File: src/rtl/para2ser_pkg.sv
// Shared types and helpers for the para2ser_hs parallel-to-serial converter.
// Holds the FSM state encoding and the counter-width helper.
package para2ser_pkg;

   typedef enum logic {
      ST_IDLE  = 1'b0,
      ST_SHIFT = 1'b1
   } state_t;

   // Width of a counter spanning 0..n-1, never narrower than one bit.
   function automatic int cnt_width(input int n);
      return (n <= 2) ? 1 : $clog2(n);
   endfunction

endpackage

File: src/rtl/para2ser_sym_tick_gen.sv
// Symbol divider for para2ser_hs: counts 0..DIV-1 while enabled and flags
// the first and last cycle of each symbol. Held at zero while disabled.
module sym_tick_gen
   import para2ser_pkg::*;
#(
   parameter  int DIV = 1000,
   localparam int DW  = cnt_width(DIV)
) (
   input  logic          clk,
   input  logic          rst,
   input  logic          en,
   output logic [DW-1:0] div_cnt,
   output logic          sym_stb,
   output logic          sym_last
);

   localparam logic [DW-1:0] DIV_LAST = DW'(DIV - 1);

   logic [DW-1:0] div_cnt_q, div_cnt_d;

   always_comb begin
      div_cnt_d = '0;
      if (en) begin
         div_cnt_d = (div_cnt_q == DIV_LAST) ? '0 : div_cnt_q + DW'(1);
      end
   end

   always_ff @(posedge clk or posedge rst) begin
      if (rst) begin
         div_cnt_q <= '0;
      end else begin
         div_cnt_q <= div_cnt_d;
      end
   end

   assign div_cnt  = div_cnt_q;
   assign sym_stb  = en && (div_cnt_q == '0);
   assign sym_last = en && (div_cnt_q == DIV_LAST);

endmodule

File: src/rtl/para2ser_hs.sv
// Parallel-to-serial converter with valid/ready load, one-word skid buffer
// and configurable bit order. Define PARA2SER_REPEAT_EN to re-send the last word forever.
module para2ser_hs
   import para2ser_pkg::*;
#(
   parameter int WIDTH     = 40,
   parameter int DIV       = 1000,
   parameter bit MSB_FIRST = 1'b1
) (
   input  logic             clk,
   input  logic             rst,
   input  logic [WIDTH-1:0] para_i,
   input  logic             para_valid_i,
   output logic             para_ready_o,
   output logic             ser_o,
   output logic             ser_valid_o,
   output logic             sym_stb_o,
   output logic             frame_done_o
);

   localparam int             DW       = cnt_width(DIV);
   localparam int             BW       = cnt_width(WIDTH);
   localparam logic [DW-1:0]  DIV_LAST = DW'(DIV - 1);
   localparam logic [BW-1:0]  BIT_LAST = BW'(WIDTH - 1);

   state_t           state_q, state_d;
   logic [WIDTH-1:0] sh_q, sh_d;
   logic [WIDTH-1:0] hold_q, hold_d;
   logic             hold_full_q, hold_full_d;
   logic [BW-1:0]    bit_cnt_q, bit_cnt_d;
   logic             ser_q, ser_d;

   logic [DW-1:0]    div_cnt;
   logic             sym_stb;
   logic             sym_last;
   logic             accept;
   logic             frame_last;
   logic [WIDTH-1:0] sh_rot;

   sym_tick_gen #(.DIV(DIV)) u_tick (
      .clk      (clk),
      .rst      (rst),
      .en       (state_q == ST_SHIFT),
      .div_cnt  (div_cnt),
      .sym_stb  (sym_stb),
      .sym_last (sym_last)
   );

   assign para_ready_o = ~hold_full_q && ~rst;
   assign accept       = para_valid_i && para_ready_o;
   assign frame_last   = (state_q == ST_SHIFT) && (div_cnt == DIV_LAST) && (bit_cnt_q == BIT_LAST);
   assign sh_rot       = MSB_FIRST ? {sh_q[WIDTH-2:0], sh_q[WIDTH-1]}
                                   : {sh_q[0], sh_q[WIDTH-1:1]};

   always_comb begin
      state_d     = state_q;
      sh_d        = sh_q;
      hold_d      = hold_q;
      hold_full_d = hold_full_q;
      bit_cnt_d   = bit_cnt_q;

      case (state_q)
         ST_IDLE: begin
            bit_cnt_d = '0;
            if (accept) begin
               sh_d    = para_i;
               state_d = ST_SHIFT;
            end
         end
         ST_SHIFT: begin
            if (sym_last) begin
               sh_d      = sh_rot;
               bit_cnt_d = (bit_cnt_q == BIT_LAST) ? '0 : bit_cnt_q + BW'(1);
            end
            if (frame_last) begin
               // A full rotation leaves sh_rot equal to the original word.
               if (hold_full_q) begin
                  sh_d        = hold_q;
                  hold_full_d = 1'b0;
               end else if (accept) begin
                  sh_d = para_i;
               end else begin
`ifdef PARA2SER_REPEAT_EN
                  state_d = ST_SHIFT;
`else
                  state_d = ST_IDLE;
`endif
               end
            end else if (accept) begin
               hold_d      = para_i;
               hold_full_d = 1'b1;
            end
         end
         default: state_d = ST_IDLE;
      endcase
   end

   // ser_o tracks the head of the next shift value so the first bit lands one cycle after accept.
   always_comb begin
      ser_d = 1'b0;
      if (state_d == ST_SHIFT) begin
         ser_d = MSB_FIRST ? sh_d[WIDTH-1] : sh_d[0];
      end
   end

   always_ff @(posedge clk or posedge rst) begin
      if (rst) begin
         state_q     <= ST_IDLE;
         sh_q        <= '0;
         hold_q      <= '0;
         hold_full_q <= 1'b0;
         bit_cnt_q   <= '0;
         ser_q       <= 1'b0;
      end else begin
         state_q     <= state_d;
         sh_q        <= sh_d;
         hold_q      <= hold_d;
         hold_full_q <= hold_full_d;
         bit_cnt_q   <= bit_cnt_d;
         ser_q       <= ser_d;
      end
   end

   assign ser_o        = ser_q;
   assign ser_valid_o  = (state_q == ST_SHIFT);
   assign sym_stb_o    = sym_stb;
   assign frame_done_o = frame_last;

endmodule

File: config.mk
export PLATFORM = sky130hd
export DESIGN_NAME = para2ser_hs
export DESIGN_NICKNAME = d
export VERILOG_FILES = /design/src/rtl/para2ser_pkg.sv /design/src/rtl/para2ser_sym_tick_gen.sv /design/src/rtl/para2ser_hs.sv
export SDC_FILE = /design/constraint.sdc
export NUM_CORES = 1
export LEC_CHECK = 0
export ABC_AREA = 1
export CORE_UTILIZATION = 35
export DETAILED_ROUTE_END_ITERATION = 6
export SYNTH_ARGS = -nofsm -noshare
export SYNTH_HDL_FRONTEND = slang
export SYNTH_SLANG_ARGS = --single-unit
File: constraint.sdc
create_clock -name clk -period 8.4 [get_ports clk]
set_input_delay 0.84 -clock clk [delete_from_list [all_inputs] [get_ports clk]]
set_output_delay 0.84 -clock clk [all_outputs]
set_load 0.02 [all_outputs]
## Word level (Yosys, flattened, before mapping)

Cells that the tools add are included.

- Bits in registers: 99
- Bits in latches: 0
- Memory bits (writable): 0
- Memory bits (read-only): 0
- Input port bits: 43
- Output and inout port bits: 5
- Logic and storage cells: 45
- Memories: 0

- $add $sub $neg: 2
- Multiply operators: 0
- Div/mod/pow operators: 0
- Order comparisons: 0
- Equal/unequal tests: 4
- Shift operators: 0
- Muxes and demuxes: 18
- Bitwise logic cells: 4
- Reduce and logical (&&, ||, !) cells: 9

Operators by type and width:

| kind | number |
|---|---|
| $mux 40 | 5 |
| $pmux 40 s2 | 1 |
| $mux 10 | 2 |
| $mux 6 | 2 |
| $pmux 6 s2 | 1 |
| $add 10x1->10 const B | 1 |
| $eq 10x10->1 const B | 1 |
| $logic_not 10->1 | 1 |
| $add 6x1->6 const B | 1 |
| $eq 6x6->1 const B | 1 |
| $mux 1 | 6 |
| $logic_and 1x1->1 | 5 |
| $not 1->1 | 4 |
| $reduce_and 3->1 | 1 |
| $ne 2x1->1 const B | 1 |
| $ne 2x2->1 const B | 1 |
| $pmux 1 s2 | 1 |
| $reduce_and 2->1 | 1 |
| $reduce_bool 2->1 | 1 |

## Logic depth before layout (Yosys ltp)

- Depth in word-level cells: 8
- Mapped depth: 12
- Mapped depth without buffers: 11

## Hierarchy

Synthesis repeated with hierarchy kept, for this count alone.

- Cell total of the unflattened synthesis: 804
- Area total of the unflattened synthesis: 5708.0 µm²

Modules (own cells, without submodules):

| module | times used | cells each | area each (µm²) | sequential area each (µm²) |
|---|---|---|---|---|
| para2ser_hs | 1 | 736 | 5126.2 | 2227.1 |
| sym_tick_gen | 1 | 68 | 581.8 | 250.2 |

## Worst setup path before layout

No wires, ideal clock.

- Kind: reg2out
- From: reg state_q (netlist: ser_valid_o)
- To: out sym_stb_o
- Data arrival time: 1663 ps
- Data required time: 7560 ps
- Slack: 5897 ps
- Cell stages (with the launch flop): 5
- Path buffers: 2
- Cells stage by stage: dfrtp_1 > buf_2 > clkbuf_1 > nand2_1 > nor4_1

- Word-level cells in the longest chain between the ends: 1

Ends and longest elaborated chain:

| element | line | source |
|---|---|---|
| start, declared | para2ser_hs.sv:26 | `state_t state_q, state_d;` |
| start signal, assigned | para2ser_hs.sv:115 | `state_q <= state_d;` |
| $logic_and 1x1->1 | para2ser_sym_tick_gen.sv:37 | `assign sym_stb = en && (div_cnt_q == '0);` |
| end, declared | para2ser_hs.sv:17 | `output logic sym_stb_o,` |

No other way between the ends.

## Final worst setup path

- From: reg u_tick.div_cnt_q[0] (netlist: u_tick.div_cnt[0])
- To: out frame_done_o

- Word-level cells in the longest chain between the ends: 3

Ends and longest elaborated chain:

| element | line | source |
|---|---|---|
| start, declared | para2ser_sym_tick_gen.sv:19 | `logic [DW-1:0] div_cnt_q, div_cnt_d;` |
| start signal, assigned | para2ser_sym_tick_gen.sv:32 | `div_cnt_q <= div_cnt_d;` |
| $eq 10x10->1 | para2ser_hs.sv:51 | `assign frame_last = (state_q == ST_SHIFT) && (div_cnt == DIV_LAST) && (bit_cnt_q == BIT_LAST);` |
| $logic_and 1x1->1 (2 in a row) | para2ser_hs.sv:51 |  |
| end, declared | para2ser_hs.sv:18 | `output logic frame_done_o` |

No other way between the ends.

==> impl_metrics.json <==
{
  "status": "completed",
  "ctsResizeCount": 0,
  "die_x_um": 129,
  "drt_pass1_iterations": 5,
  "drc": 0,
  "ys_ff_latch": 99,
  "netlist_area_um2": 5670,
  "grt_max_degree": 89,
  "finalWirelength_um": 14600,
  "p_per_area_nw_per_um2": 146,
  "crit_required_ns": 7.56,
  "antenna_cells": 0,
  "vdd.ir_drop.worst_mv": 0.0960,
  "die_height_um": 129,
  "rsz0062_at_grt": "no",
  "multi_input_area_um2": 2730,
  "drtIter0Drc": 419,
  "die_area_um2": 16700,
  "syn_to_final_growth_pct": 15.0,
  "syn_avg_cell_area_um2": 6.62,
  "fin_nets": 919,
  "clkSinkCount": 99,
  "setup_violations": 0,
  "maxCapViolations": 0,
  "drive_above_1_share_pct": 4.45,
  "timing.final.ws_setup_ns": 3.91,
  "num_rows": 46,
  "skew_ns": 0.00656,
  "fin_cells": 1092,
  "setup.worst_path.class": "flip-flop to output pin",
  "initial_utilization_pct": 35.8,
  "ios": 48,
  "hold_viol_final": 0,
  "viasPerCell": 4.72,
  "yosysWarnings": 0,
  "ys_seq_area_share_pct": 43.7,
  "first_global_vias": 4864,
  "core_area_um2": 15800,
  "postRouteAntennaNets": 0,
  "crit_buf_inv": 1,
  "routedWlPerCell_um": 13.4,
  "critical_path.top_delay_family": "simple AND/OR/NAND/NOR gates",
  "crit_fanout": 42,
  "slew_violations": 0,
  "crit_arrival_ns": 3.65,
  "h-tree-depth": 3,
  "p_leak_nw": 3.58,
  "numCtsBuffers": 9,
  "slowest_delay_ns": 0.95,
  "cts_tree": "yes",
  "dp_hpwl_um": 8360,
  "slowest_stage": "nor2_2",
  "hp-class": "flip-flop to flip-flop",
  "grt_pass1_wl_um": 25300,
  "netlist_instances": 856,
  "period_needed_ns": 4.49,
  "slew_headroom_pct": 27.1,
  "port_buffers": 47,
  "clk_latency_ns": 0.36,
  "clock_path_buffers": 2,
  "place_inst": 1078,
  "num_vias": 5154,
  "postCtsSetupBuffers": 0,
  "finalSetupTns_ns": 0,
  "fin_util_pct": 41.2,
  "start_kind": "flip-flop",
  "dp_slack_ns": 4.23,
  "clock-root-buffer": "clkbuf_16",
  "finalCritPeriodShare_pct": 53.5,
  "hold_buffers": 0,
  "grt-ovfl-total": 0,
  "path_clk_slew_ns": 0.07,
  "cp_cell_sequence": "ha_1 -> nand2_1 -> nor2_4 -> nand3_2 -> nor2_2 -> clkdlybuf4s50_1",
  "max_clock_freq_ghz": 0.223,
  "fill_cells": 1700,
  "synth_cell_type_count": 30,
  "synthesis.nets": 902,
  "grt_antenna_before_repair": 0,
  "ff_latch_area_um2": 2480,
  "cp-end-kind": "output pin",
  "grt_usage_pct": 19.5,
  "place.gp.congestion": 0.796,
  "whs_ns": 0.473,
  "worstMarginPinSlew_ns": 1.09
}
path summary, 6_finish.rpt:
kind / from / to / slack (ns) / cells after the start
min reg2reg: hold_q[26] / hold_q[26] / 0.47 / 2
min in group asynchronous: rst / hold_q[9] / 0.95 / 2
max reg2reg: u_tick.div_cnt[0] / sh_q[27] / 4.98 / 10
min: hold_q[26] / hold_q[26] / 0.47 / 2
max in group asynchronous: rst / ser_valid_o / 6.29 / 3
max: u_tick.div_cnt[0] / frame_done_o / 3.91 / 6
Yosys cell counts:
| cell type | number | area share (%) |
|---|---|---|
| inv_2 | 3 | 0.20 |
| o21ai_2 | 1 | 0.15 |
| buf_2 | 14 | 1.2 |
| inv_1 | 60 | 4.0 |
| nand3_1 | 126 | 11 |
| nand3_2 | 1 | 0.18 |
| a21oi_1 | 4 | 0.35 |
| nor3_1 | 5 | 0.44 |
| o21ai_0 | 5 | 0.44 |
| nor4_1 | 1 | 0.11 |
| nor3b_1 | 2 | 0.26 |
| nand2_2 | 2 | 0.22 |
| ha_1 | 3 | 0.66 |
| buf_1 | 3 | 0.20 |
| nand4_1 | 6 | 0.66 |
| nor2_1 | 16 | 1.1 |
| nor2_2 | 4 | 0.44 |
| xor2_1 | 3 | 0.46 |
| buf_4 | 4 | 0.53 |
| o21ai_1 | 1 | 0.088 |
| o22ai_1 | 2 | 0.22 |
| clkbuf_1 | 26 | 1.7 |
| o211ai_1 | 1 | 0.13 |
| buf_6 | 3 | 0.60 |
| or2_2 | 1 | 0.11 |
| nand2_1 | 456 | 30 |
| o31ai_1 | 1 | 0.13 |
| a31oi_1 | 2 | 0.22 |
| dfrtp_1 | 99 | 44 |
| nor2_4 | 1 | 0.20 |
final cells by class:
cell class,count,area share (%)
Multi-Input combinational cell,644,41.8
Sequential cell,99,38.0
Timing Repair Buffer,56,8.25
Tap cell,216,4.14
Clock buffer,10,3.66
Inverter,63,3.66
Clock inverter,4,0.422
stage by stage:
stage / area [um^2] / power (mW)
finish: 6520 / 0.951
global route: 6520 / 0.991
global placement: 6250 / 0.567
CTS: 6520 / 0.963
floorplan: 5670 / 0.530
detailed placement: 6250 / 0.567
power by group:
group	switching (mW)	internal [mW]	leakage [nW]
clock network	0.188	0.206	0.135
registers	0.00553	0.486	1.35
logic	0.0393	0.0261	2.10
cells in the final DEF (no fill, tap or decap):
cell type / netlist / layout
o211ai_1: 1 / 1
o21ai_0: 5 / 5
or2_2: 1 / 1
nand4_1: 6 / 6
clkinv_4: 0 / 1
inv_2: 3 / 3
nor2_2: 4 / 4
dfrtp_1: 99 / 98
o21ai_4: 0 / 1
buf_4: 4 / 9
clkbuf_16: 0 / 9
dfrtp_2: 0 / 1
nor4_1: 1 / 1
a21oi_1: 4 / 4
o22ai_1: 2 / 2
inv_4: 0 / 1
nand3_1: 126 / 126
o21ai_1: 1 / 1
inv_6: 0 / 1
clkdlybuf4s50_1: 0 / 47
nor3b_1: 2 / 2
clkinv_2: 0 / 2
inv_1: 60 / 59
a31oi_1: 2 / 2
nor3_1: 5 / 5
xor2_1: 3 / 3
nand2_2: 2 / 2
nor2_1: 16 / 15
nand2_1: 456 / 456
nand3_2: 1 / 1
o31ai_1: 1 / 1
clkbuf_8: 0 / 1
nor2_4: 1 / 2
ha_1: 3 / 3
sequential cells by signal, indices dropped and copies added, names as in the netlist:
signal          count
hold_full_q         1
ser_valid_o         1
u_tick.div_cnt     10
sh_q               40
hold_q             40
ser_o               1
bit_cnt_q           6
worst register-to-register path: cells and delay by family, from the launching register on:
| kind | cells | cell delay [ns] |
|---|---|---|
| fa+ha+maj | 1 | 0.21 |
| flops | 1 | 0.39 |
| simple gates | 8 | 2.32 |
| buf+inv | 1 | 0.45 |
layer usage:
layer	GRT usage, %	vias to the layer above	routed length (um)
li1	-	2682	-
met1	27.1	2383	7290
met2	30.7	79	6600
met3	4.05	10	539
met4	5.33	0	180
met5	0	-	0
cell families after synthesis:
kind of cell,count (synthesis),synth area share [%]
AND/OR/NAND/NOR,621,45.0
buffers and inverters,113,8.45
flip-flops,99,43.7
AO/OA/AOI/OAI,17,1.74
XOR/XNOR,3,0.463
adder cells (fa/ha/maj),3,0.662
No activity file was read; power rests on OpenSTA's default activity.
